$ cat config.mk
export PLATFORM = sky130hd
export DESIGN_NAME = tmr_sipo_receiver
export DESIGN_NICKNAME = d
export VERILOG_FILES = /design/src/rtl/tmr_rx_pkg.sv /design/src/rtl/sipo_lane.sv /design/src/rtl/tmr_sipo_receiver.sv
export SDC_FILE = /design/constraint.sdc
export NUM_CORES = 1
export LEC_CHECK = 0
export ABC_AREA = 1
export CORE_MARGIN = 8
export CORE_UTILIZATION = 52
export CTS_CLUSTER_DIAMETER = 40
export CTS_CLUSTER_SIZE = 8
export DETAILED_ROUTE_END_ITERATION = 7
export HOLD_SLACK_MARGIN = 0.1
export MAX_ROUTING_LAYER = met4
export PLACE_DENSITY_LB_ADDON = 0.2
export SYNTH_ARGS = -nofsm -noshare
export SYNTH_HDL_FRONTEND = slang
export SYNTH_SLANG_ARGS = --single-unit
$ cat constraint.sdc
create_clock -name clk -period 1.3 [get_ports clk]
set_input_delay 0.26 -clock clk [delete_from_list [all_inputs] [get_ports clk]]
set_output_delay 0.26 -clock clk [all_outputs]
set_load 0.02 [all_outputs]
$ cat src/rtl/tmr_rx_pkg.sv
// Shared types and helpers for the triplicated serial-to-parallel receiver.
// maj3 votes on fields up to MAJ_W bits wide; callers zero-extend and truncate.
package tmr_rx_pkg;

    typedef enum logic {
        IDLE  = 1'b0,
        SHIFT = 1'b1
    } rx_state_t;

    localparam int MAJ_W         = 64;
    localparam int DEFAULT_WIDTH = 4;

    function automatic int cnt_width(input int w);
        return (w > 2) ? $clog2(w) : 1;
    endfunction

    localparam int DEFAULT_CNT_W = cnt_width(DEFAULT_WIDTH);

    function automatic logic [MAJ_W-1:0] maj3(
        input logic [MAJ_W-1:0] a,
        input logic [MAJ_W-1:0] b,
        input logic [MAJ_W-1:0] c
    );
        return (a & b) | (a & c) | (b & c);
    endfunction

endpackage

$ cat src/rtl/sipo_lane.sv
// One replica of the receiver: shift register, bit counter, FSM, bit-order latch,
// holding register, valid and overrun flags. Next state comes from the vote when this replica disagrees.
module sipo_lane
    import tmr_rx_pkg::*;
#(
    parameter int width = 4,
    parameter int cnt_w = 2
) (
    input  logic             clk,
    input  logic             rst,
    input  logic             enable,
    input  logic             serial_in,
    input  logic             frame_start,
    input  logic             msb_first,
    input  logic             out_ready,
    input  logic             disagree,
    input  logic [width-1:0] v_sr,
    input  logic [cnt_w-1:0] v_cnt,
    input  rx_state_t        v_state,
    input  logic             v_msb,
    input  logic [width-1:0] v_hold,
    input  logic             v_valid,
    output logic [width-1:0] sr,
    output logic [cnt_w-1:0] cnt,
    output rx_state_t        state,
    output logic             msb,
    output logic [width-1:0] hold,
    output logic             valid,
    output logic             overrun
);

    localparam logic [cnt_w-1:0] LAST_BIT = cnt_w'(width - 1);

    logic [width-1:0] sr_reg, sr_next, src_sr, shifted;
    logic [width-1:0] hold_reg, hold_next, src_hold;
    logic [cnt_w-1:0] cnt_reg, cnt_next, src_cnt, cnt_eff;
    rx_state_t        state_reg, state_next, src_state;
    logic             msb_reg, msb_next, src_msb, msb_eff;
    logic             valid_reg, valid_next, src_valid;
    logic             overrun_reg, overrun_next;
    logic             start, sample, complete;

    always_comb begin
        src_sr    = disagree ? v_sr    : sr_reg;
        src_cnt   = disagree ? v_cnt   : cnt_reg;
        src_state = disagree ? v_state : state_reg;
        src_msb   = disagree ? v_msb   : msb_reg;
        src_hold  = disagree ? v_hold  : hold_reg;
        src_valid = disagree ? v_valid : valid_reg;

        // A frame_start always restarts at bit 0, aborting any partial frame.
        start    = enable & frame_start;
        sample   = enable & (frame_start | (src_state == SHIFT));
        msb_eff  = start ? msb_first : src_msb;
        cnt_eff  = start ? '0 : src_cnt;
        shifted  = msb_eff ? {src_sr[width-2:0], serial_in}
                           : {serial_in, src_sr[width-1:1]};
        complete = sample & (cnt_eff == LAST_BIT);

        sr_next      = src_sr;
        cnt_next     = src_cnt;
        state_next   = src_state;
        msb_next     = src_msb;
        hold_next    = src_hold;
        valid_next   = src_valid;
        overrun_next = 1'b0;

        if (sample) begin
            sr_next  = shifted;
            msb_next = msb_eff;
            if (complete) begin
                state_next = IDLE;
                cnt_next   = '0;
            end else begin
                state_next = SHIFT;
                cnt_next   = cnt_eff + 1'b1;
            end
        end

        // A completed word may load when the holder is empty or being drained this cycle.
        if (complete && (!src_valid || out_ready)) begin
            hold_next  = shifted;
            valid_next = 1'b1;
        end else begin
            overrun_next = complete;
            if (src_valid && out_ready) begin
                valid_next = 1'b0;
            end
        end
    end

    always_ff @(posedge clk) begin
        if (rst) begin
            sr_reg      <= '0;
            cnt_reg     <= '0;
            state_reg   <= IDLE;
            msb_reg     <= 1'b0;
            hold_reg    <= '0;
            valid_reg   <= 1'b0;
            overrun_reg <= 1'b0;
        end else begin
            sr_reg      <= sr_next;
            cnt_reg     <= cnt_next;
            state_reg   <= state_next;
            msb_reg     <= msb_next;
            hold_reg    <= hold_next;
            valid_reg   <= valid_next;
            overrun_reg <= overrun_next;
        end
    end

    assign sr      = sr_reg;
    assign cnt     = cnt_reg;
    assign state   = state_reg;
    assign msb     = msb_reg;
    assign hold    = hold_reg;
    assign valid   = valid_reg;
    assign overrun = overrun_reg;

endmodule

$ cat src/rtl/tmr_sipo_receiver.sv
// Triplicated SIPO receiver: three sipo_lane replicas, bitwise majority voting and scrubbing.
// Define TMR_FAULT_FLAG_EN to add the registered fault output.
module tmr_sipo_receiver
    import tmr_rx_pkg::*;
#(
    parameter int width = 4
) (
    input  logic             clk,
    input  logic             rst,
    input  logic             enable,
    input  logic             serial_in,
    input  logic             frame_start,
    input  logic             msb_first,
    input  logic             out_ready,
    output logic [width-1:0] parallel_out,
    output logic             valid,
    output logic             overrun
`ifdef TMR_FAULT_FLAG_EN
    ,
    output logic             fault
`endif
);

    localparam int CNT_W = cnt_width(width);

    logic [width-1:0] sr_l      [3];
    logic [CNT_W-1:0] cnt_l     [3];
    rx_state_t        state_l   [3];
    logic             msb_l     [3];
    logic [width-1:0] hold_l    [3];
    logic             valid_l   [3];
    logic             overrun_l [3];
    logic [2:0]       disagree;

    logic [width-1:0] sr_v, hold_v;
    logic [CNT_W-1:0] cnt_v;
    rx_state_t        state_v;
    logic             msb_v, valid_v, overrun_v;

    assign sr_v      = width'(maj3(MAJ_W'(sr_l[0]), MAJ_W'(sr_l[1]), MAJ_W'(sr_l[2])));
    assign cnt_v     = CNT_W'(maj3(MAJ_W'(cnt_l[0]), MAJ_W'(cnt_l[1]), MAJ_W'(cnt_l[2])));
    assign state_v   = rx_state_t'(1'(maj3(MAJ_W'(state_l[0]), MAJ_W'(state_l[1]),
                                          MAJ_W'(state_l[2]))));
    assign msb_v     = 1'(maj3(MAJ_W'(msb_l[0]), MAJ_W'(msb_l[1]), MAJ_W'(msb_l[2])));
    assign hold_v    = width'(maj3(MAJ_W'(hold_l[0]), MAJ_W'(hold_l[1]), MAJ_W'(hold_l[2])));
    assign valid_v   = 1'(maj3(MAJ_W'(valid_l[0]), MAJ_W'(valid_l[1]), MAJ_W'(valid_l[2])));
    assign overrun_v = 1'(maj3(MAJ_W'(overrun_l[0]), MAJ_W'(overrun_l[1]),
                               MAJ_W'(overrun_l[2])));

    genvar gi;
    generate
        for (gi = 0; gi < 3; gi++) begin : g_lane
            assign disagree[gi] = (sr_l[gi]      != sr_v)    |
                                  (cnt_l[gi]     != cnt_v)   |
                                  (state_l[gi]   != state_v) |
                                  (msb_l[gi]     != msb_v)   |
                                  (hold_l[gi]    != hold_v)  |
                                  (valid_l[gi]   != valid_v) |
                                  (overrun_l[gi] != overrun_v);

            sipo_lane #(
                .width (width),
                .cnt_w (CNT_W)
            ) u_lane (
                .clk         (clk),
                .rst         (rst),
                .enable      (enable),
                .serial_in   (serial_in),
                .frame_start (frame_start),
                .msb_first   (msb_first),
                .out_ready   (out_ready),
                .disagree    (disagree[gi]),
                .v_sr        (sr_v),
                .v_cnt       (cnt_v),
                .v_state     (state_v),
                .v_msb       (msb_v),
                .v_hold      (hold_v),
                .v_valid     (valid_v),
                .sr          (sr_l[gi]),
                .cnt         (cnt_l[gi]),
                .state       (state_l[gi]),
                .msb         (msb_l[gi]),
                .hold        (hold_l[gi]),
                .valid       (valid_l[gi]),
                .overrun     (overrun_l[gi])
            );
        end
    endgenerate

    assign parallel_out = hold_v;
    assign valid        = valid_v;
    assign overrun      = overrun_v;

`ifdef TMR_FAULT_FLAG_EN
    logic fault_reg;

    always_ff @(posedge clk) begin
        if (rst) begin
            fault_reg <= 1'b0;
        end else begin
            fault_reg <= |disagree;
        end
    end

    assign fault = fault_reg;
`endif

endmodule

== Word-level counts from Yosys, hierarchy flattened ==
Index checks and enable logic that the tools add are counted.
W data, S select, Z words.
Storage, ports and cells
  input bits: 7
  register bits: 42
  word-level logic and storage cells: 183
Operators by class
  equal/unequal tests: 24
  multiplexer cells: 54
  reduce and logical (&&, ||, !) cells: 18
  add/sub/neg operators: 3
  bitwise operators: 63
Operator list (number)
  $mux W4: 15
  $or A1 B1 Y1: 29
  $mux W1: 27
  $and A4 B4 Y4: 6
  $mux W2: 12
  $ne A4 B4 Y1: 6
  $and A1 B1 Y1: 19
  $or A4 B4 Y4: 4
  $ne A1 B1 Y1: 12
  $add A2 B1 Y2 const B: 3
  $and A2 B2 Y2: 3
  $eq A2 B2 Y1 const B: 3
  $logic_and A1 B1 Y1: 6
  $ne A2 B2 Y1: 3
  $reduce_bool A2 Y1: 3
  $reduce_or A2 Y1: 3
  $or A2 B2 Y2: 2
  $logic_not A1 Y1: 3
  $logic_or A1 B1 Y1: 3

== Depth between registers and ports, before layout ==
Gate-level depths: netlist of run 1.
  word-level depth: 16
  depth in mapped cells: 9
  gate-level depth less buffers: 9

== Modules after synthesis ==
From an unflattened synthesis of run 1, not the netlist that was laid out.
Unflattened totals
  cell total of the unflattened synthesis: 660
  area, all modules: 3678.5 µm²
By module, submodules not included
  sipo_lane: cells each 142, times used 3, seq. area each 280.3 µm², area each 888.4 µm²
  tmr_sipo_receiver: cells each 234, times used 1, seq. area each 0.0 µm², area each 1013.5 µm²

== Worst setup path after synthesis of run 1 ==
OpenSTA, ideal clock, no wires.
  path type: reg-to-reg
  from: register g_lane[2].u_lane.cnt_reg[1]
  to: register g_lane[1].u_lane.hold_reg[0]
  path buffers: 0
  cell stages (with the launch flop): 10
  data arrival time: 1301 ps
  period minus slack after synthesis: 1371 ps
  slack: -71 ps
  data required time: 1230 ps
  library setup time: 70 ps
  path through: dfxtp_1 inv_1 o21ai_0 inv_1 nor2_1 ha_1 nand2_4 nor2_4 nand2_1 a21oi_2
On the way
  longest elaborated chain between the ends: 16
  elaborated cells on any way between the ends: 28
  classes of those cells: eq/ne (2); mux (9); bitwise (13); reduce/logical (4)
RTL lines
  start: declaration: RTL line sipo_lane.sv:36  | logic [cnt_w-1:0] cnt_reg, cnt_next, src_cnt, cnt_eff;
  start signal: assignment: RTL line sipo_lane.sv:103  | cnt_reg <= cnt_next;
  $and A2 B2 Y2: RTL line tmr_rx_pkg.sv:24  | return (a & b) | (a & c) | (b & c);
  $or A2 B2 Y2: RTL line tmr_rx_pkg.sv:24
  $or A2 B2 Y2 (*): RTL line tmr_rx_pkg.sv:24
  $ne A2 B2 Y1: RTL line tmr_sipo_receiver.sv:54  | (cnt_l[gi] != cnt_v) |
  $or A1 B1 Y1: RTL line tmr_sipo_receiver.sv:53  | assign disagree[gi] = (sr_l[gi] != sr_v) |
  $or A1 B1 Y1: RTL line tmr_sipo_receiver.sv:54
  $or A1 B1 Y1: RTL line tmr_sipo_receiver.sv:55  | (state_l[gi] != state_v) |
  $or A1 B1 Y1: RTL line tmr_sipo_receiver.sv:56  | (msb_l[gi] != msb_v) |
  $or A1 B1 Y1: RTL line tmr_sipo_receiver.sv:57  | (hold_l[gi] != hold_v) |
  $or A1 B1 Y1: RTL line tmr_sipo_receiver.sv:58  | (valid_l[gi] != valid_v) |
  $mux W2 or $mux W1 (tied branches): RTL line sipo_lane.sv:45, sipo_lane.sv:46
  $mux W2 or $or A1 B1 Y1 (tied branches): RTL line sipo_lane.sv:55, sipo_lane.sv:53
  $eq A2 B2 Y1 or $and A1 B1 Y1 (tied branches): RTL line sipo_lane.sv:58, sipo_lane.sv:53
  $and A1 B1 Y1: RTL line sipo_lane.sv:58  | complete = sample & (cnt_eff == LAST_BIT);
  $logic_and A1 B1 Y1: RTL line sipo_lane.sv:81  | if (complete && (!src_valid || out_ready)) begin
  $mux W4 or $reduce_bool A2 Y1 (tied branches)
  end signal: assignment: RTL line sipo_lane.sv:106  | hold_reg <= hold_next;
  end: declaration: RTL line sipo_lane.sv:35  | logic [width-1:0] hold_reg, hold_next, src_hold;
Mark *: on every way between the ends. The rest lies on a longest branch, timed or not.
A chain may end at the register's enable or synchronous reset.

== Worst setup path in the final report of run 1 ==
  from: register g_lane[1].u_lane.hold_reg[0]
  to: output port parallel_out[0]
On the way
  longest elaborated chain between the ends: 3
  elaborated cells on any way between the ends: 4
  classes of those cells: bitwise (4)
RTL lines
  $and A4 B4 Y4: RTL line tmr_rx_pkg.sv:24
  $or A4 B4 Y4: RTL line tmr_rx_pkg.sv:24
  $or A4 B4 Y4 (*): RTL line tmr_rx_pkg.sv:24
  end: declaration: RTL line tmr_sipo_receiver.sv:15  | output logic [width-1:0] parallel_out,
Marked as above.

==> results of run 1 <==
## power groups by stage
stage	combinational, mW	clock [mW]	sequential, mW
after global routing	0.282	0.904	1.34
after CTS	0.231	0.847	1.33
after detailed placement	0.219	0	1.36
after global placement	0.216	0	1.36
after floorplan	0.131	0	1.36
final	0.262	0.830	1.33
## worst max path at each step
stage | cells past startpoint | start | to
6_report | 2 | g_lane[1].u_lane.hold[0]$_SDFFE_PP0P_ | parallel_out[0]
5_1_grt | 9 | g_lane[2].u_lane.cnt[1]$_SDFF_PP0_ | g_lane[0].u_lane.hold[1]$_SDFFE_PP0P_
2_1_floorplan | 9 | g_lane[2].u_lane.cnt[1]$_SDFF_PP0_ | g_lane[1].u_lane.hold[0]$_SDFFE_PP0P_
4_1_cts | 2 | g_lane[1].u_lane.hold[1]$_SDFFE_PP0P_ | parallel_out[1]
3_5_place_dp | 9 | enable | g_lane[0].u_lane.hold[3]$_SDFFE_PP0P_
3_3_place_gp | 9 | enable | g_lane[0].u_lane.hold[3]$_SDFFE_PP0P_
## critical path: stages (launching register included)
cell	delay (ps)
sky130_fd_sc_hd__dfxtp_1	350
sky130_fd_sc_hd__maj3_2	340
sky130_fd_sc_hd__buf_6	140
## layout make-up
type                    instances  area (sq um)
flip-flops and latches         42           855
multi-input cells             138          1000
repair buffers                 50           459
clock buffers                   6          41.3
clock inverters                 2          37.5
fillers                       261           981
well taps                      48          60.1
inverters                      37           144
## through the flow
stage | total power, mW | TNS, ps | utilization | setup slack (ps) | cell area [sq um]
2_1_floorplan | 1.49 | 0 | - | 13.0 | 1900
3_3_place_gp | 1.58 | -16680 | 0.632 | -486 | 2260
3_5_place_dp | 1.58 | -17550 | 0.632 | -488 | 2260
4_1_cts | 2.41 | -2440 | 0.694 | -152 | 2480
5_1_grt | 2.52 | -4390 | 0.726 | -233 | 2600
6_report | 2.43 | -2610 | 0.726 | -149 | 2600
## cells by family after synthesis
kind of cell             synth area share
AND/OR/NAND/NOR                     0.273
adder cells (fa/ha/maj)            0.0462
AO/OA/AOI/OAI                       0.147
buffers and inverters              0.0904
flip-flops                          0.444
## layer usage
layer	vias to the layer above	GRT usage	part of all wire
met1	713	0.137	0.42
met5	-	-	0
met2	30	0.242	0.52
li1	803	-	-
met3	6	0.0436	0.042
met4	0	0.0692	0.016
## cell usage in the layout (no fill, tap or decap), types with 3 or more instances in the layout
cell type	Yosys	layout
sky130_fd_sc_hd__nand2_1	48	42
sky130_fd_sc_hd__buf_4	0	33
sky130_fd_sc_hd__dfxtp_1	42	31
sky130_fd_sc_hd__inv_1	32	29
sky130_fd_sc_hd__a21oi_2	12	15
sky130_fd_sc_hd__nand2_4	12	12
sky130_fd_sc_hd__nand2_2	6	11
sky130_fd_sc_hd__dfxtp_2	0	11
sky130_fd_sc_hd__a21oi_1	12	9
sky130_fd_sc_hd__o21ai_2	5	8
sky130_fd_sc_hd__buf_6	0	8
sky130_fd_sc_hd__inv_2	4	7
sky130_fd_sc_hd__maj3_2	0	5
sky130_fd_sc_hd__o21ai_0	14	5
sky130_fd_sc_hd__nand3_1	7	5
sky130_fd_sc_hd__clkbuf_4	0	5
sky130_fd_sc_hd__o21ai_1	0	4
sky130_fd_sc_hd__nand3_4	3	4
sky130_fd_sc_hd__nor2_4	3	4
sky130_fd_sc_hd__clkdlybuf4s50_1	0	4
sky130_fd_sc_hd__nor2_1	6	3
sky130_fd_sc_hd__nand3_2	2	3
sky130_fd_sc_hd__ha_2	0	3
sky130_fd_sc_hd__buf_12	1	3
## what timing repair did
action | 4_1_cts | 5_1_grt
hold endpoints to repair | 0 | 0
hold buffers | 0 | 0
buffers inserted | 9 | 5
setup endpoints to repair | 42 | 41
pin swaps | 19 | 11
gates resized for setup | 67 | 25
==> out/metrics.yaml, run 1 <==
result_of_the_run: "complete, but fails checks"
placement_rows: 22
critPathCaptureType: "primary output"
grt_start_max_net_pins: 14
ir_drop_uv: 661
core_area_sq_um: 3580
syn_avg_cell_area_sq_um: 8.62
yosysWarningCount: 0
post-place-cells: 301
floorplan.initialDensity: 0.530
stdcell_count: 323
antenna_cells_inserted: 0
total_cts_buffers: 5
ctsLongestPathBuffers: 2
detailroute.via_count: 1552
clock_power_share: 0.342
die-width_um: 76.4
synth_edf_count: 0
syn_nets: 230
reg2reg_setup_slack_ps: -150
setup_slack_ps: -149
required_ps: 1040
clock_latency_ps: 360
power_leakage_nw: 1.23
setup_skew_after_layout_ps: 20.6
gp_congestion: 0.789
reg_power_frac: 0.550
die_h_um: 76.4
timing.critical_path.fanout_max: 2
drv_slew: 0
min_path_cells: 5
fin_worst_hold_slack_ps: 443
share_of_cells_above_drive_strength_1: 0.509
synth_top_cells_by_count: "sky130_fd_sc_hd__nand2_1, sky130_fd_sc_hd__dfxtp_1, sky130_fd_sc_hd__inv_1"
cell_internal_pwr_mw: 1.85
total_overflow_reported_by_the_global_router: 0
synth_top_area_share: 0.444
clock-sinks: 42
max_slew.worst_pin.slew_ps: 353
worst_flop_to_flop_path_startpoint: "g_lane[2].u_lane.cnt[1]$_SDFF_PP0_"
worst_flop_to_flop_path_endpoint: "g_lane[0].u_lane.hold[1]$_SDFFE_PP0P_"
drv.max_cap_violation_count: 0
power.combinational.fraction: 0.108
switching_fraction: 0.239
power_switching_mw: 0.580
grt_pass1_wl_mm: 6.41
setup_repair_after_global_routing_missed_its_margin: "yes"
drt_initial_violations: 66
drcViolationCount: 0
syn-instance-count: 220
synth_area_sq_um: 1900
grt_antenna_before_repair: 0
slew_headroom: 0.764
source_of_the_worst_hold_timing_path: "frame_start"
critical_path_arrival_ps: 1190
failing_checks: "setup timing"
power_per_cell_area_nw_per_um2: 934
ant_nets: 0
detail_route.vias_per_cell: 4.80
port_buffers: 12
post-synth-top-count-cell: "sky130_fd_sc_hd__nand2_1"
grt_pass1_vias: 1506
area_growth_syn_to_layout_pct: 37.0
synth_ff_type: "sky130_fd_sc_hd__dfxtp_1"
synth.yosys.seq_area_share: 0.444
fin_nets: 284
startpoint_types: "flop"
critPathKind: "reg2out"
floorplan.io_pins: 13
drt_pre_antenna_iters: 4
h-tree-depth: 2
final_period_minus_worst_setup_slack_ps: 1450
dp.final_hpwl_mm: 2.65
post-route-period-util: 1.11
synth_area_leader_cell: "sky130_fd_sc_hd__dfxtp_1"
drt-total-wl_mm: 3.98
worst-r2r-cell-count: 9
ys_types: 20
clk_pin_slew_ps: 130
synth_async_sr_flop_share: 0
cts_root_buf: "sky130_fd_sc_hd__clkbuf_4"
routed_length_per_placed_instance_um: 12.3
hold-path-endpoint: "g_lane[2].u_lane.cnt[0]$_SDFF_PP0_"
fmaxAchievable_ghz: 0.690
tritoncts: "yes"
min_path_type: "in2reg"
grtUsageTotal: 0.139
setup_viol: 25
final_hold_vio_count: 0
synth-seq-cells: 42
synthTopCellsByArea: "sky130_fd_sc_hd__dfxtp_1, sky130_fd_sc_hd__nand2_1, sky130_fd_sc_hd__nand2_4, sky130_fd_sc_hd__inv_1, sky130_fd_sc_hd__a21oi_2"
total_die_area_sq_um: 5830
Power figures use the tool's default switching activity.
==> run 2: changes to the inputs <==
--- a/config.mk
+++ b/config.mk
@@ -6,8 +6,10 @@
 export NUM_CORES = 1
 export LEC_CHECK = 0
 export ABC_AREA = 1
+export CELL_PAD_IN_SITES_DETAIL_PLACEMENT = 0
+export CELL_PAD_IN_SITES_GLOBAL_PLACEMENT = 2
 export CORE_MARGIN = 8
-export CORE_UTILIZATION = 52
+export CORE_UTILIZATION = 32
 export CTS_CLUSTER_DIAMETER = 40
 export CTS_CLUSTER_SIZE = 8
 export DETAILED_ROUTE_END_ITERATION = 7
==> run 2 against run 1 <==
Net effect: the flow still finishes with violations (setup timing); sequential power about the same; die area is 48% higher; largest cell class unchanged; largest power group unchanged; critical path type is now reg2reg; critical path depth rose by 7.
==> out/metrics.yaml, run 2 (synthesis gave the netlist of run 1 again) <==
stdcell_count: 344  # +6.5%
die_h_um: 93.0  # +22%
port_buffers: 12  # unchanged
power_per_cell_area_nw_per_um2: 923  # -1.2%
worst_flop_to_flop_path_startpoint: "g_lane[1].u_lane.cnt[1]$_SDFF_PP0_"
final_hold_vio_count: 0  # unchanged
gp_congestion: 0.731  # -7.3%
fin_nets: 279  # -1.8%
ant_nets: 0  # unchanged
clock-sinks: 42  # unchanged
drt_pre_antenna_iters: 3  # -1
placement_rows: 28  # +27%
slew_headroom: 0.778  # +0.0132
grtUsageTotal: 0.0949  # -0.0442
required_ps: 1480  # +440 ps
layout.cells.most_common: "sky130_fd_sc_hd__nand2_1"
final_core_util: 0.440  # -0.286
total_overflow_reported_by_the_global_router: 0  # unchanged
timing.critical_path.fanout_max: 4  # +2
timing.critical_path.from: "g_lane[1].u_lane.cnt[1]$_SDFF_PP0_"
power_switching_mw: 0.564  # -2.7%
cp_num_cells: 9  # +7
fin_worst_hold_slack_ps: 645  # +202 ps
min_path_type: "reg2reg"
area_growth_syn_to_layout_pct: 35.0
drcViolationCount: 0  # unchanged
max_stage_delay_ps: 330  # -20 ps
worst_path_dominant_cell_family: "flip-flops"
total_die_area_sq_um: 8640  # +48%
final_period_minus_worst_setup_slack_ps: 1370  # -77.9 ps
ctsLongestPathBuffers: 2  # unchanged
post-place-cells: 322  # +7.0%
crit_slowest_cell: "sky130_fd_sc_hd__dfxtp_2"
worst-path-buf-inv: 3  # +2
drt_initial_violations: 27  # -59%
result_of_the_run: "complete, but fails checks"
power.combinational.fraction: 0.104  # -0.004
h-tree-depth: 2  # unchanged
grt_start_max_net_pins: 13  # -1
share_of_cells_above_drive_strength_1: 0.468  # -0.0407
sequential_cell_area_sq_um: 847  # -0.88%
antenna_cells_inserted: 0  # unchanged
worst_flop_to_flop_path_endpoint: "g_lane[2].u_lane.hold[3]$_SDFFE_PP0P_"
detailroute.via_count: 1463  # -5.7%
switching_fraction: 0.239  # about the same
clock_latency_ps: 290  # -70 ps
cpMostUsedCell: "sky130_fd_sc_hd__inv_2"
failing_checks: "setup timing"
critical_path_arrival_ps: 1550  # +360 ps
drv_slew: 0  # unchanged
ir_drop_uv: 534  # -19%
timing.setup.tns_ps: -729  # +1880 ps
critPathCaptureType: "flop"
cts_hold_buffers: 0  # unchanged
setup_repair_after_global_routing_missed_its_margin: "yes"
drt-total-wl_mm: 3.83  # -3.8%
core_area_sq_um: 5820  # +63%
clk_pin_slew_ps: 80  # -50 ps
floorplan.io_pins: 13  # unchanged
dp.final_hpwl_mm: 2.75  # +3.8%
startpoint_types: "flop"
post-route-period-util: 1.05  # -0.0599
multi_input_gate_area_sq_um: 1010  # +1.2%
cell_internal_pwr_mw: 1.80  # -2.7%
setup_skew_after_layout_ps: 9.33  # -11.3 ps
grt_pass1_wl_mm: 6.33  # -1.3%
dp_worst_setup_slack_ps: -518  # -30.0 ps
design_area_sq_um: 2560  # -1.5%
power_leakage_nw: 1.17  # -5.1%
floorplan.initialDensity: 0.326  # -0.204
critPathKind: "reg2reg"
clock_power_share: 0.331  # -0.011
worst-r2r-cell-count: 9  # unchanged
max_slew.worst_pin.slew_ps: 333  # -19.8 ps
grt_pass1_vias: 1356  # -10%
crit_end: "g_lane[2].u_lane.hold[3]$_SDFFE_PP0P_"
reg2reg_setup_slack_ps: -70  # +80 ps
reg_power_frac: 0.565  # +0.015
mostFrequentLayoutCells: "sky130_fd_sc_hd__nand2_1, sky130_fd_sc_hd__dfxtp_1, sky130_fd_sc_hd__buf_4"
post_dp_cell_area_sq_um: 2220  # -1.6%
die-width_um: 93.0  # +22%
routed_length_per_placed_instance_um: 11.1  # -9.7%
total_power_mw: 2.36  # -2.7%
fmaxAchievable_ghz: 0.729  # +5.7%
cts_root_buf: "sky130_fd_sc_hd__clkbuf_8"
fillCellCount: 611  # +130%
setup_slack_ps: -71.3  # +77.9 ps
drv.max_cap_violation_count: 0  # unchanged
setup_viol: 16  # -36%
total_cts_buffers: 5  # unchanged
grt_antenna_before_repair: 0  # unchanged
tritoncts: "yes"
timing.critical_path.cells: "inv_2 -> o21ai_2 -> inv_2 -> nor2_2 -> ha_4 -> buf_6 -> nand3_4 -> nand2_2 -> a21oi_2"
detail_route.vias_per_cell: 4.25  # -11%
==> run 2: cell count changes in the layout (fill, tap and decap cells not counted), moves of 3 or more <==
cell / previous run / this run
sky130_fd_sc_hd__buf_4: 33 / 30
sky130_fd_sc_hd__clkbuf_4: 5 / 0
sky130_fd_sc_hd__clkbuf_8: 0 / 5
sky130_fd_sc_hd__ha_2: 3 / 0
sky130_fd_sc_hd__o21ai_1: 4 / 7
sky130_fd_sc_hd__dfxtp_2: 11 / 5
sky130_fd_sc_hd__dfxtp_1: 31 / 37
sky130_fd_sc_hd__ha_4: 0 / 3
==> run 2: how the worst min path moves through the flow <==
stage                                            start  slack (ps)                                  to  depth (start not counted)
floorplan                                          rst         370   g_lane[2].u_lane.valid$_SDFF_PP0_                          1
CTS                                        frame_start         580   g_lane[1].u_lane.state$_SDFF_PP0_                          4
detailed placement  g_lane[1].u_lane.cnt[1]$_SDFF_PP0_         640  g_lane[2].u_lane.cnt[1]$_SDFF_PP0_                          4
global route                                    enable         690   g_lane[0].u_lane.state$_SDFF_PP0_                          4
finish              g_lane[1].u_lane.cnt[1]$_SDFF_PP0_         650  g_lane[1].u_lane.cnt[1]$_SDFF_PP0_                          4
global placement    g_lane[1].u_lane.cnt[1]$_SDFF_PP0_         650  g_lane[1].u_lane.cnt[1]$_SDFF_PP0_                          4
==> run 2: cell type report <==
type / instances / share of cell area
timing repair buffer: 44 / 0.149
inverter: 37 / 0.0572
tap: 75 / 0.0367
multi-input combinational: 139 / 0.396
sequential: 42 / 0.331
clock buffer: 7 / 0.0298
==> run 2: power by group through the flow <==
stage	Combinational (mW)	Sequential, mW	Clock [mW]
floorplan	0.131	1.36	0
global placement	0.193	1.36	0
detailed placement	0.193	1.36	0
CTS	0.211	1.33	0.816
global route	0.272	1.34	0.874
finish	0.246	1.33	0.781
==> run 2: metal layers <==
layer	vias to the layer above	wire length, um	global-route usage	share of wire
met3	11	130	0.0259	0.034
met5	-	0	-	0
met2	17	1800	0.150	0.47
met4	0	89	0.0322	0.023
li1	790	-	-	-
met1	645	1810	0.114	0.47
==> run 2: repair_timing <==
item	CTS	global route
pin swaps	17	8
gates resized for setup	62	26
endpoints found under the hold margin	0	0
setup buffers	7	7
setup endpoints to repair	40	42
cloned	0	1
==> run 2: tightest hold or removal path: stages, from the launching register on <==
cell and delay [ps]:
sky130_fd_sc_hd__dfxtp_2 320, sky130_fd_sc_hd__inv_2 40, sky130_fd_sc_hd__o21ai_2 60, sky130_fd_sc_hd__nand2_1 120
sky130_fd_sc_hd__a21oi_2 60
==> run 3: changes to the inputs <==
--- a/config.mk
+++ b/config.mk
@@ -13,6 +13,7 @@
 export CTS_CLUSTER_DIAMETER = 40
 export CTS_CLUSTER_SIZE = 8
 export DETAILED_ROUTE_END_ITERATION = 7
+export GPL_TIMING_DRIVEN = 0
 export HOLD_SLACK_MARGIN = 0.1
 export MAX_ROUTING_LAYER = met4
 export PLACE_DENSITY_LB_ADDON = 0.2
==> run 3 against run 2 <==
Net effect: the run still ends with setup timing left; sequential share of layout area rose by 0.24 points; clock skew fell by 3.7 ps; sequential cell count did not move; fmax fell by 3.9%; sequential power barely moved; worst setup slack got worse by 55 ps; total power rose by 1.6%; critical path type unchanged; largest cell class unchanged; largest power group unchanged; highest routed layer unchanged.
==> out/metrics.yaml, run 3 (synthesis gave the netlist of run 1 again) <==
fillCellCount: 614  # +0.49%
min_path_cells: 4  # unchanged
mostFrequentLayoutCells: "sky130_fd_sc_hd__nand2_1, sky130_fd_sc_hd__dfxtp_1, sky130_fd_sc_hd__inv_1"
worst-r2r-cell-count: 9  # unchanged
detailroute.via_count: 1458  # -0.34%
critPathCaptureType: "flop"
setup_viol: 22  # +6
antenna_cells_inserted: 0  # unchanged
port_buffers: 12  # unchanged
gp_congestion: 0.707  # -3.3%
failing_checks: "setup timing"
post-route-period-util: 1.10  # +0.0423
grtUsageTotal: 0.0968  # +0.00191
power_per_cell_area_nw_per_um2: 942  # +2.0%
layout.cells.most_common: "sky130_fd_sc_hd__nand2_1"
share_of_cells_above_drive_strength_1: 0.467  # -0.00148
ant_nets: 0  # unchanged
core_area_sq_um: 5820  # unchanged
critPathKind: "reg2reg"
worst_flop_to_flop_path_endpoint: "g_lane[1].u_lane.hold[2]$_SDFFE_PP0P_"
max_slew.worst_pin.slew_ps: 660  # +327 ps
dp.final_hpwl_mm: 2.69  # -2.3%
final_period_minus_worst_setup_slack_ps: 1430  # +55.0 ps
placement_rows: 28  # unchanged
result_of_the_run: "complete, but fails checks"
tritoncts: "yes"
crit_end: "g_lane[1].u_lane.hold[2]$_SDFFE_PP0P_"
crit_slowest_cell: "sky130_fd_sc_hd__dfxtp_2"
h-tree-depth: 2  # unchanged
design_area_sq_um: 2550  # -0.44%
ctsLongestPathBuffers: 2  # unchanged
setup_slack_ps: -126  # -55.0 ps
grt_start_max_net_pins: 12  # -1
final_core_util: 0.438  # -0.00194
die-width_um: 93.0  # unchanged
grt_pass1_vias: 1330  # -1.9%
detail_route.vias_per_cell: 4.39  # +3.3%
max_stage_delay_ps: 330  # about the same
floorplan.initialDensity: 0.326  # unchanged
total_overflow_reported_by_the_global_router: 0  # unchanged
floorplan.io_pins: 13  # unchanged
drt-total-wl_mm: 3.95  # +3.0%
final_hold_vio_count: 0  # unchanged
total_die_area_sq_um: 8640  # unchanged
drt_initial_violations: 39  # +44%
power_leakage_nw: 1.14  # -2.6%
grt_pass1_wl_mm: 6.42  # +1.4%
cts_hold_buffers: 0  # unchanged
clock_latency_ps: 290  # about the same
fin_nets: 268  # -3.9%
total_cts_buffers: 5  # unchanged
cts_root_buf: "sky130_fd_sc_hd__clkbuf_8"
stdcell_count: 332  # -3.5%
timing.critical_path.from: "g_lane[2].u_lane.cnt[1]$_SDFF_PP0_"
critical_path_arrival_ps: 1640  # +90 ps
setup_repair_after_global_routing_missed_its_margin: "yes"
drv.max_cap_violation_count: 0  # unchanged
startpoint_types: "flop"
drv_slew: 0  # unchanged
multi_input_gate_area_sq_um: 1050  # +4.1%
reg2reg_setup_slack_ps: -130  # -50 ps
die_h_um: 93.0  # unchanged
drt_pre_antenna_iters: 4  # +1
clk_pin_slew_ps: 80  # about the same
min_path_type: "in2reg"
fmaxAchievable_ghz: 0.701  # -3.9%
timing.critical_path.fanout_max: 4  # unchanged
sequential_cell_area_sq_um: 850  # +0.30%
slew_headroom: 0.560  # -0.218
timing.critical_path.cells: "o21ai_1 -> o21ai_2 -> inv_2 -> nor2_4 -> ha_4 -> buf_12 -> nand3_4 -> nand2_1 -> a21oi_2"
worst_flop_to_flop_path_startpoint: "g_lane[2].u_lane.cnt[1]$_SDFF_PP0_"
post-place-cells: 307  # -4.7%
setup_skew_after_layout_ps: 5.59  # -3.75 ps
clock-sinks: 42  # unchanged
routed_length_per_placed_instance_um: 11.9  # +6.7%
dp_worst_setup_slack_ps: -584  # -65.8 ps
required_ps: 1520  # +40 ps
ir_drop_uv: 604  # +13%
timing.setup.tns_ps: -1740  # -1010 ps
grt_antenna_before_repair: 0  # unchanged
post_dp_cell_area_sq_um: 2120  # -4.8%
area_growth_syn_to_layout_pct: 34.4
drcViolationCount: 0  # unchanged
-- run 3: changes by cell type in the layout (fill, tap and decap cells not counted), moves of 3 or more --
cell / change
sky130_fd_sc_hd__nor2_4: +3
sky130_fd_sc_hd__o21ai_4: +3
sky130_fd_sc_hd__buf_4: -13
sky130_fd_sc_hd__o21ai_1: -4
-- run 3: how the worst min path moves through the flow --
stage | start | end | slack, ps
final | enable | g_lane[0].u_lane.cnt[0]$_SDFF_PP0_ | 400
after floorplan | rst | g_lane[2].u_lane.valid$_SDFF_PP0_ | 370
after detailed placement | g_lane[1].u_lane.cnt[1]$_SDFF_PP0_ | g_lane[1].u_lane.cnt[1]$_SDFF_PP0_ | 650
after CTS | frame_start | g_lane[0].u_lane.cnt[0]$_SDFF_PP0_ | 500
after global placement | g_lane[2].u_lane.cnt[0]$_SDFF_PP0_ | g_lane[0].u_lane.cnt[0]$_SDFF_PP0_ | 650
after global routing | enable | g_lane[0].u_lane.cnt[0]$_SDFF_PP0_ | 420
-- run 3: repair_timing --
item | in CTS | in global routing
endpoints found under the setup margin | 40 | 42
pin swaps | 17 | 29
gates resized for setup | 48 | 52
buffers inserted | 8 | 11
-- run 3: routing by layer --
metal  vias up  wire [um]  GRT usage
li1        763          -          -
met1       673       1890      0.116
met2        17       1860      0.150
met3         5        144     0.0283
met4         0         55     0.0362
met5         -          0          -
-- run 3: layout make-up --
class / count / area share
plain buffers: 3 / 0.0113
clock buffers: 6 / 0.0324
inverters: 37 / 0.0584
multi-input cells: 138 / 0.414
flip-flops and latches: 42 / 0.333
well taps: 75 / 0.0368
repair buffers: 31 / 0.113
-- run 3: metrics by stage --
| stage | power, mW | hold WS [ps] |
|---|---|---|
| 2_1_floorplan | 1.49 | 372 |
| 3_3_place_gp | 1.55 | 651 |
| 3_5_place_dp | 1.55 | 647 |
| 4_1_cts | 2.38 | 501 |
| 5_1_grt | 2.51 | 416 |
| 6_report | 2.40 | 400 |
-- run 3: worst max-delay path: cells and delay by family, from the launching register on --
family          cells  cell delay (ps)
buf+inv             2              260
flops               1              330
fa+ha+maj           1              180
simple gates        3              210
compound gates      3              360
-- run 3: power by group --
group,switching (mW),internal [mW]
clock,0.418,0.410
sequential,0.0129,1.32
combinational,0.147,0.0888
total,0.579,1.82
==> variant (settings of run 1) <==
`width` is set to 4 in 2 places; all go to 5.
--- a/src/rtl/sipo_lane.sv
+++ b/src/rtl/sipo_lane.sv
@@ -3,7 +3,7 @@
 module sipo_lane
     import tmr_rx_pkg::*;
 #(
-    parameter int width = 4,
+    parameter int width = 5,
     parameter int cnt_w = 2
 ) (
     input  logic             clk,
--- a/src/rtl/tmr_sipo_receiver.sv
+++ b/src/rtl/tmr_sipo_receiver.sv
@@ -3,7 +3,7 @@
 module tmr_sipo_receiver
     import tmr_rx_pkg::*;
 #(
-    parameter int width = 4
+    parameter int width = 5
 ) (
     input  logic             clk,
     input  logic             rst,
Ports: changed (resized parallel_out); port bits go from 13 to 14. No check against the original RTL was run, so the function may have changed too.
==> variant against run 1 <==
- worst hold slack better by 0.20 ns
- via count up 26%
- sequential cell count is 9 higher
- die area grew 17%
- the flow still finishes with violations (setup timing)
- non-clock buffer count up 4
- synthesized cell count is 32% higher
- first-iteration DRC count up 26%
- design area up 23%
- routed wire length grew 30%
- clock power up 15%
- power is 21% higher
- worst setup slack got worse by 0.19 ns
- area after synthesis grew 22%
==> variant: results (changes against run 1) <==
| Metric | Value |
|---|---|
| Synth area leaders | dfxtp_1, nand2_1, inv_1, a21oi_2, maj3_1 |
| Pwr dens | 920 nW/um^2 (-1.5%) |
| Gpl congestion | 0.900 (+14%) |
| Slowest cell on crit path | maj3_2 |
| Final setup fails | 43 (+72%) |
| R2r worst-path depth | 7 (-2) |
| Total GRT Usage | 15.4% (+1.4 points) |
| Hold Path Depth | 8 (+3) |
| Share of layout cells above drive strength 1 | 46.6% (-4.4 points) |
| First-pass GRT wire length | 7890 um (+23%) |
| Met1 WL | 2120 um (+26%) |
| Status | finished with violations |
| Placed instance area | 2780 sq um (+23%) |
| Input/output buffers | 13 (+1) |
| Worst-Skew Late Latency | 0.31 ns (-0.05 ns) |
| Vias/cell | 4.91 (+2.1%) |
| Clock power frac | 32.6% (-1.6 points) |
| Syn_nets | 304 (+32%) |
| DP HPWL | 3430 um (+29%) |
| Non-filler cells, final | 400 (+24%) |
| Final hold slack | 0.640 ns (+0.197 ns) |
| Fillcell total | 313 (+20%) |
| Peak supply drop | 0.715 mV (+8.1%) |
| P_int | 2.15 mW (+17%) |
| GR Util met1 | 16.8% (+3.1 points) |
| Cell family with most CP delay | adder cells |
| Met3 wire length | 245 um (+47%) |
| Setup ws final | -0.342 ns (-0.193 ns) |
| Failing checks | setup timing |
| Post-Syn Area per Cell | 7.97 sq um (-7.5%) |
| Total negative slack | -8.18 ns (-5.57 ns) |
| P_seq | 1.63 mW (+23%) |
| Min-delay src | enable |
| Initial DRC count | 83 (+26%) |
| Met2 GRT Util | 26.7% (+2.6 points) |
| Vias in the first global route | 1852 (+23%) |
| Final #Nets | 360 (+27%) |
| Placed cell count | 380 (+26%) |
| Worst Hold Path EP | g_lane[2].u_lane.hold[0]$_SDFFE_PP0P_ |
[variant: cell count changes after synthesis, moves of 3 or more]
cell / delta
dfxtp_1: +9
nand2_1: +27
clkbuf_1: +3
nor2_1: +7
nand2_2: +4
o21ai_2: -4
o21bai_2: +4
ha_1: +3
maj3_1: +3
inv_1: +17
nand3_1: +6
nand2_4: -10
inv_2: -3
[variant: worst max-delay path by stage]
stage          slack (ns)                               endpoint  cells past startpoint                          startpoint
2_1_floorplan       -0.14  g_lane[1].u_lane.hold[0]$_SDFFE_PP0P_                     11  g_lane[2].u_lane.cnt[0]$_SDFF_PP0_
3_3_place_gp        -0.62  g_lane[0].u_lane.hold[1]$_SDFFE_PP0P_                      9                              enable
3_5_place_dp        -0.69      g_lane[1].u_lane.sr[2]$_SDFF_PP0_                      8                              enable
4_1_cts             -0.26  g_lane[1].u_lane.hold[2]$_SDFFE_PP0P_                      9  g_lane[1].u_lane.cnt[1]$_SDFF_PP0_
5_1_grt             -0.43     g_lane[0].u_lane.cnt[1]$_SDFF_PP0_                      7  g_lane[1].u_lane.cnt[1]$_SDFF_PP0_
6_report            -0.34     g_lane[0].u_lane.cnt[1]$_SDFF_PP0_                      7  g_lane[2].u_lane.cnt[1]$_SDFF_PP0_
[variant: logic make-up (layout without fill, tap and decap cells)]
kind of cell / Yosys count / in the layout / share of synthesized area, %
DFF: 51 / 51 / 44.0
buffers and inverters: 55 / 112 / 9.39
xor gates and xnor gates: 2 / 2 / 0.756
adders and majority gates: 14 / 14 / 6.69
and+or+nand+nor: 123 / 123 / 25.6
AOI/OAI and AO/OA: 46 / 46 / 13.5
[variant: layout make-up]
type	instances	share of cell area, %
tap	52	2.04
inverter	50	5.89
clock inverter	3	0.904
timing repair buffer	54	14.6
sequential	51	32.6
clock buffer	5	2.16
multi-input combinational	185	41.8
